==> config.mk <==
export PLATFORM = sky130hd
export DESIGN_NAME = mux_2x1_8bit_arbiter
export DESIGN_NICKNAME = d
export VERILOG_FILES = /design/src/rtl/mux_2x1_8bit_arbiter.sv
export SDC_FILE = /design/constraint.sdc
export NUM_CORES = 1
export LEC_CHECK = 0
export ABC_AREA = 0
export CORE_UTILIZATION = 65
export DETAILED_ROUTE_END_ITERATION = 10
export DONT_BUFFER_PORTS = 1
export PLACE_DENSITY = 0.79
export RECOVER_POWER = 25
export SETUP_SLACK_MARGIN = 0.4
export SYNTH_ARGS = -nofsm -noshare
export SYNTH_HDL_FRONTEND = slang
export SYNTH_HIERARCHICAL = 1
export SYNTH_SLANG_ARGS = --single-unit
==> constraint.sdc <==
create_clock -name clk -period 6.53 [get_ports clk]
set_clock_uncertainty 0.15 [all_clocks]
set_input_delay 0.653 -clock clk [delete_from_list [all_inputs] [get_ports clk]]
set_output_delay 0.653 -clock clk [all_outputs]
set_load 0.03 [all_outputs]
==> src/rtl/mux_2x1_8bit_arbiter.sv <==
// Round-robin arbiter sharing one 8-bit 2:1 mux between requesters X and Y,
// with bounded bursts and a single registered valid/ready output stage.

module mux_2x1_8bit (
   input  logic [7:0] x,
   input  logic [7:0] y,
   input  logic       s,
   output logic [7:0] m
);
   assign m = s ? y : x;
endmodule

module mux_2x1_8bit_arbiter #(
   parameter int MAX_HOLD = 4
) (
   input  logic       clk,
   input  logic       reset,
   input  logic       x_valid,
   input  logic [7:0] x_data,
   output logic       x_ready,
   input  logic       y_valid,
   input  logic [7:0] y_data,
   output logic       y_ready,
   output logic       s,
   output logic       m_valid,
   output logic [7:0] m_data,
   input  logic       m_ready
);
   typedef enum logic [1:0] {IDLE, GRANT_X, GRANT_Y} state_t;

   localparam logic [3:0] HOLD_MAX = 4'(MAX_HOLD);
   localparam logic [3:0] HOLD_PRE = 4'(MAX_HOLD - 1);

   state_t     state_q, state_d;
   logic [3:0] hold_q, hold_d;
   logic       last_y_q, last_y_d;
   logic       s_q, s_d;
   logic       m_valid_q, m_valid_d;
   logic [7:0] m_data_q, m_data_d;

   logic       load;
   logic       xfer;
   logic       burst_done;
   logic [7:0] mux_out;

   mux_2x1_8bit u_mux (
      .x (x_data),
      .y (y_data),
      .s (s_q),
      .m (mux_out)
   );

   // Readies are combinational on m_ready so a stall blocks transfers in the same cycle.
   assign load    = !m_valid_q || m_ready;
   assign x_ready = (state_q == GRANT_X) && load;
   assign y_ready = (state_q == GRANT_Y) && load;
   assign xfer    = (x_valid && x_ready) || (y_valid && y_ready);

   assign burst_done = (hold_q == HOLD_MAX) || (xfer && (hold_q == HOLD_PRE));

   always_comb begin
      state_d   = state_q;
      hold_d    = hold_q;
      last_y_d  = last_y_q;
      m_valid_d = m_valid_q;
      m_data_d  = m_data_q;

      if (xfer) begin
         m_valid_d = 1'b1;
         m_data_d  = mux_out;
      end else if (m_ready) begin
         m_valid_d = 1'b0;
      end

      unique case (state_q)
         IDLE: begin
            if (x_valid && y_valid) state_d = last_y_q ? GRANT_X : GRANT_Y;
            else if (x_valid)       state_d = GRANT_X;
            else if (y_valid)       state_d = GRANT_Y;
         end
         GRANT_X: begin
            if (y_valid && (burst_done || !x_valid)) state_d = GRANT_Y;
            else if (!x_valid)                       state_d = IDLE;
            else if (xfer && hold_q != HOLD_MAX)     hold_d  = hold_q + 4'd1;
         end
         GRANT_Y: begin
            if (x_valid && (burst_done || !y_valid)) state_d = GRANT_X;
            else if (!y_valid)                       state_d = IDLE;
            else if (xfer && hold_q != HOLD_MAX)     hold_d  = hold_q + 4'd1;
         end
         default: state_d = IDLE;
      endcase

      // Any grant change restarts the burst count and remembers who won.
      if (state_d != state_q) begin
         hold_d = 4'd0;
         if (state_d == GRANT_X) last_y_d = 1'b0;
         if (state_d == GRANT_Y) last_y_d = 1'b1;
      end

      s_d = (state_d == GRANT_Y);
   end

   always_ff @(posedge clk or posedge reset) begin
      if (reset) begin
         state_q   <= IDLE;
         hold_q    <= 4'd0;
         last_y_q  <= 1'b1;
         s_q       <= 1'b0;
         m_valid_q <= 1'b0;
         m_data_q  <= 8'h00;
      end else begin
         state_q   <= state_d;
         hold_q    <= hold_d;
         last_y_q  <= last_y_d;
         s_q       <= s_d;
         m_valid_q <= m_valid_d;
         m_data_q  <= m_data_d;
      end
   end

   assign s       = s_q;
   assign m_valid = m_valid_q;
   assign m_data  = m_data_q;
endmodule

Word level (Yosys, flattened, before mapping)
Index checks and enable logic that the tools add are counted.
Cells by class
  add/sub/neg operators: 1
  eq/ne operators: 12
  muxes and demuxes: 21
  reduce and logical (&&, ||, !) cells: 23
Operator list (number)
  $mux 4: 6
  $mux 2: 8
  $ne 3x2->1 const B: 4
  $logic_and 1x1->1: 9
  $mux 8: 1
  $pmux 4 s2: 1
  $pmux 2 s3: 1
  $logic_or 1x1->1: 5
  $reduce_and 5->1: 1
  $add 4x1->4 const B: 1
  $eq 2x1->1 const B: 2
  $eq 2x2->1 const B: 2
  $eq 4x2->1 const B: 1
  $eq 4x3->1 const B: 1
  $mux 1: 4
  $ne 4x3->1 const B: 1
  $reduce_bool 2->1: 2
  $logic_not 1->1: 3
  $reduce_bool 3->1: 1
  $logic_not 2->1: 1
  $ne 2x2->1: 1
  $reduce_and 2->1: 1
Word-level totals
  register bits after elaboration: 17
  input port bits: 21
  output and inout bits: 12
  logic and storage cells: 63

Logic depth before layout (Yosys ltp)
  word-level depth: 14
  gate-level depth with buffers: 10
  depth with buffers taken out: 10

By module
Netlist, hierarchy kept.
Modules (own cells, without submodules)
  mux_2x1_8bit_arbiter: instances 1, cells an instance 102, area an instance 1058.5 µm², sequential area each 426.7 µm²
  mux_2x1_8bit: instances 1, cells an instance 9, area an instance 131.4 µm², sequential area each 0.0 µm²

Worst setup path after synthesis
OpenSTA, ideal clock, no wires.
  kind: input to register
  from: input port y_valid
  to: register last_y_q
  library setup time: 85 ps
  data arrival time: 2565 ps
  data required time: 6295 ps
  path slack: 3730 ps
  cell stages on the path: 9
  buffers on the path: 1
  cells stage by stage: buf_2 a22oi_4 o31a_1 a31oi_1 nand2b_1 a31o_2 ha_1 a31oi_1 mux2_1
On the way
  word-level cells in the longest chain between the ends: 11
  elaborated cells between the ends (all ways): 23
  those cells by class: 3 x eq/ne; 8 x mux; 12 x reduce/logical
Ends and longest elaborated chain
  start, declared: RTL line 21  | input logic y_valid,
  $logic_and 1x1->1: RTL line 57  | assign xfer = (x_valid && x_ready) || (y_valid && y_ready);
  $logic_or 1x1->1: RTL line 57
  $logic_and 1x1->1: RTL line 59  | assign burst_done = (hold_q == HOLD_MAX) || (xfer && (hold_q == HOLD_PRE));
  $logic_or 1x1->1: RTL line 59
  $logic_or 1x1->1, on equally long branches: RTL line 87, 82
  $logic_and 1x1->1, on equally long branches: RTL line 87, 82
  $mux 2, on equally long branches: RTL line 87, 82
  $pmux 2 s3 (*): RTL line 75  | unique case (state_q)
  $eq 2x2->1 or $eq 2x1->1 (tied branches): RTL line 98, 97
  $reduce_bool 2->1 (no source line)
  $reduce_and 2->1 (no source line)
  end signal, assigned: RTL line 115  | last_y_q <= last_y_d;
  end, declared: RTL line 36  | logic last_y_q, last_y_d;
Mark *: on every way between the ends. The rest lies on a longest branch, timed or not.
A chain may end at the register's enable or synchronous reset.

Worst setup path after layout
  from: register state_q[1]
  to: register last_y_q
On the way
  word-level cells in the longest chain between the ends: 13
  elaborated cells between the ends (all ways): 28
  those cells by class: 5 x eq/ne; 9 x mux; 14 x reduce/logical
Ends and longest elaborated chain
  start, declared: RTL line 34  | state_t state_q, state_d;
  start signal, assigned: RTL line 113  | state_q <= state_d;
  $eq 2x1->1 or $eq 2x2->1 (tied branches): RTL line 55, 75, 56
  $logic_and 1x1->1, on equally long branches: RTL line 55, 56
  $logic_and 1x1->1: RTL line 57
  $logic_or 1x1->1: RTL line 57
  $logic_and 1x1->1: RTL line 59
  $logic_or 1x1->1: RTL line 59
  $logic_or 1x1->1, on equally long branches: RTL line 87, 82
  $logic_and 1x1->1, on equally long branches: RTL line 87, 82
  $mux 2, on equally long branches: RTL line 87, 82
  $pmux 2 s3: RTL line 75
  $eq 2x2->1 or $eq 2x1->1 (tied branches): RTL line 98, 97
  $reduce_bool 2->1 (no source line)
  $reduce_and 2->1 (no source line)
Several ways; a longest one is shown, not always the timed one.

==> results_dict.tcl <==
set metrics [dict create \
    status "finished, final reports clean" \
    crit_family "compound AO/OA/AOI/OAI gates" \
    die-width_um 44.8 \
    p_total_mw 0.554 \
    cts_tree "yes" \
    ant_nets 0 \
    syn_area_per_cell_um2 10.7 \
    fin_area_um2 1230 \
    synthCells 111 \
    worstReg2RegStart "state_q[1]" \
    grt_pass1_wl_mm 3.51 \
    die-area_um2 2010 \
    maxCapViolCount 0 \
    arrival_ns 3.12 \
    regToRegEndpoint "last_y_q" \
    synth_seq_area_share_pct 35.9 \
    setup_violations 0 \
    cp_max_fo 8 \
    die_h_um 44.8 \
    syn2layout_area_growth_pct 3.15 \
    rows 15 \
    start_util_pct 68.9 \
    clockBufferDepth 2 \
    r2r_cells 10 \
    p_leak_nw 0.533 \
    yosysWarningCount 6 \
    fmax_mhz 327 \
    wire_per_inst_um 16.1 \
    post_cts_buffers 0 \
    diodes 0 \
    slowest_stage "dfrtp_1" \
    clock_sinks 17 \
    drc 0 \
    drt_pre_antenna_iters 4 \
    setup_tns_ns 0 \
    max_stage_delay_ns 0.54 \
    overflow 0 \
    r2r_slack_ns 3.47 \
    avgViaCountPerCell 6.18 \
    antenna_found_initial 0 \
    critPathRequiredTime_ns 6.59 \
    synth_cell_types 42 \
    clk_pin_slew_worst_paths_ns 0.09 \
    cts_buffers 3 \
    post_cts_resized 0 \
    cp-end-kind "flop" \
    whs_ns 0.178 \
    grt_usage_pct 24.3 \
    fin_crit_ns 3.06 \
    synth_nets 139 \
    mostFrequentLayoutCell "dfrtp_1" \
    hold_class "input port to asynchronous set/reset pin" \
    slew_viol_final 0 \
    insertion_delay_ns 0.28 \
    portBuffers 0 \
    peakVddDrop_v 0.000318 \
    worstSetupPathType "flop to flop" \
    grt_max_degree 18 \
    syn_area_um2 1190 \
    worstPathCellList "inv_1 -> ha_1 -> a22oi_4 -> o31a_1 -> a31oi_1 -> nand2b_1 -> a31o_2 -> ha_1 -> a31oi_1 -> mux2_1" \
    fin_crit_sh_pct 46.9 \
    cts_root_buffer "clkbuf_4" \
    hold_viol 0 \
    place.gp.congestion 0.929 \
    power-per-cell-area_nw_per_um2 451 \
    ys_seq_elements 17 \
    drtIter0Drc 25 \
    num_io_pins 33 \
    layout.nets 141 \
    hold_buffers 0 \
    final_cell_mix "dfrtp_1 (16), mux2_2 (8), nor2_1 (8), mux2_4 (8)" \
    dp_hpwl_mm 1.78 \
    first_global_vias 806 \
    core_um2 1730 \
    maxSlewHeadroom_pct 50.9 \
    vias 846 \
    startpoint_type "flop" \
    drive_gt1_share_pct 25.0 \
    htreeDepth 1 \
    worst_pin_slew_ns 0.737 \
    rsz0062_at_grt "false" \
    cp.buffers_inverters 1 \
    drt-total-wl_mm 2.21 \
    place_area_um2 1200 \
]
[Yosys cell counts]
master	instances	area (um^2)
o311ai_0	1	8.76
a211oi_1	1	7.51
nand4_1	2	12.5
buf_6	1	11.3
ha_1	7	87.6
a21oi_1	5	25.0
a22oi_1	1	7.51
a31o_2	1	8.76
nand2_1	5	18.8
xnor2_1	1	8.76
a21o_2	1	8.76
o2111ai_1	1	8.76
mux2_4	8	120
nor2b_1	1	6.26
nor4b_1	1	8.76
dfrtp_1	16	400
nor2_2	1	6.26
and2_1	1	6.26
buf_2	1	5.00
nand2b_1	4	25.0
clkbuf_1	1	3.75
a2111oi_4	1	27.5
or3b_4	1	11.3
o211ai_1	1	7.51
nand3_1	4	20.0
inv_1	7	26.3
xor2_1	2	17.5
or3_1	2	12.5
nor2_1	8	30.0
a22oi_4	1	21.3
nand3b_1	1	7.51
mux2i_1	1	10.0
and2b_2	1	8.76
o21ai_0	2	10.0
dfstp_2	1	26.3
mux2_2	8	90.1
mux2_1	1	11.3
nor4_1	3	18.8
o31a_1	1	8.76
a31oi_1	2	12.5
a221oi_1	1	8.76
and3_2	1	7.51
[how the worst max path moves through the flow]
stage / slack (ns) / to / cells after the start / startpoint
floorplan: 3.73 / last_y_q / 9 / y_valid
global placement: 3.62 / last_y_q / 10 / state_q[1]
detailed placement: 3.53 / last_y_q / 10 / state_q[1]
CTS: 3.50 / last_y_q / 10 / state_q[1]
global route: 3.29 / last_y_q / 10 / state_q[1]
finish: 3.47 / last_y_q / 10 / state_q[1]
[area by class of cell]
cell class                      instances  area, um^2
Inverter                                7        26.3
Clock buffer                            4        26.3
Fill cell                             139         499
Multi-Input combinational cell         84         717
Tap cell                               25        31.3
Sequential cell                        17         427
[where the power goes]
| part | internal (mW) | switching [mW] |
|---|---|---|
| sequential | 0.149 | 0.109 |
| clock | 0.0237 | 0.0290 |
| combinational | 0.119 | 0.125 |
[per-stage QoR]
step	cells	setup slack, ns	utilization [%]
after floorplan	111	3.73	-
after global placement	133	3.62	69.6
after detailed placement	133	3.53	69.6
after CTS	137	3.50	71.1
after global routing	137	3.29	71.1
final	137	3.47	71.1
[sequential cells by signal (all words and copies together), names as in the netlist]
name      flops
state_q       2
m_data        8
last_y_q      1
s             1
hold_q        4
m_valid       1
[cells by family (layout without fill, tap and decap cells)]
| logic type | count (synthesis) | after routing | synth area share (%) |
|---|---|---|---|
| compound gates | 20 | 20 | 14.4 |
| xor+xnor | 3 | 3 | 2.21 |
| fa+ha+maj | 7 | 7 | 7.36 |
| buf+inv | 10 | 11 | 3.89 |
| flops | 17 | 17 | 35.9 |
| mux | 18 | 18 | 19.5 |
| simple gates | 36 | 36 | 16.8 |
[worst register-to-register path, stage by stage, from the launching register on]
cell,delay (ns)
dfrtp_1,0.54
inv_1,0.13
ha_1,0.31
a22oi_4,0.25
o31a_1,0.28
a31oi_1,0.13
nand2b_1,0.16
a31o_2,0.26
ha_1,0.29
a31oi_1,0.16
mux2_1,0.34
[layer usage]
layer  wire, um  GRT usage (%)  vias to the layer above
met1        924           31.9                      412
met4         14           9.70                        0
met2       1140           39.1                       26
li1           -              -                      406
met3        126           5.60                        2
met5          0              0                        -
(Power assumes the default switching activity.)
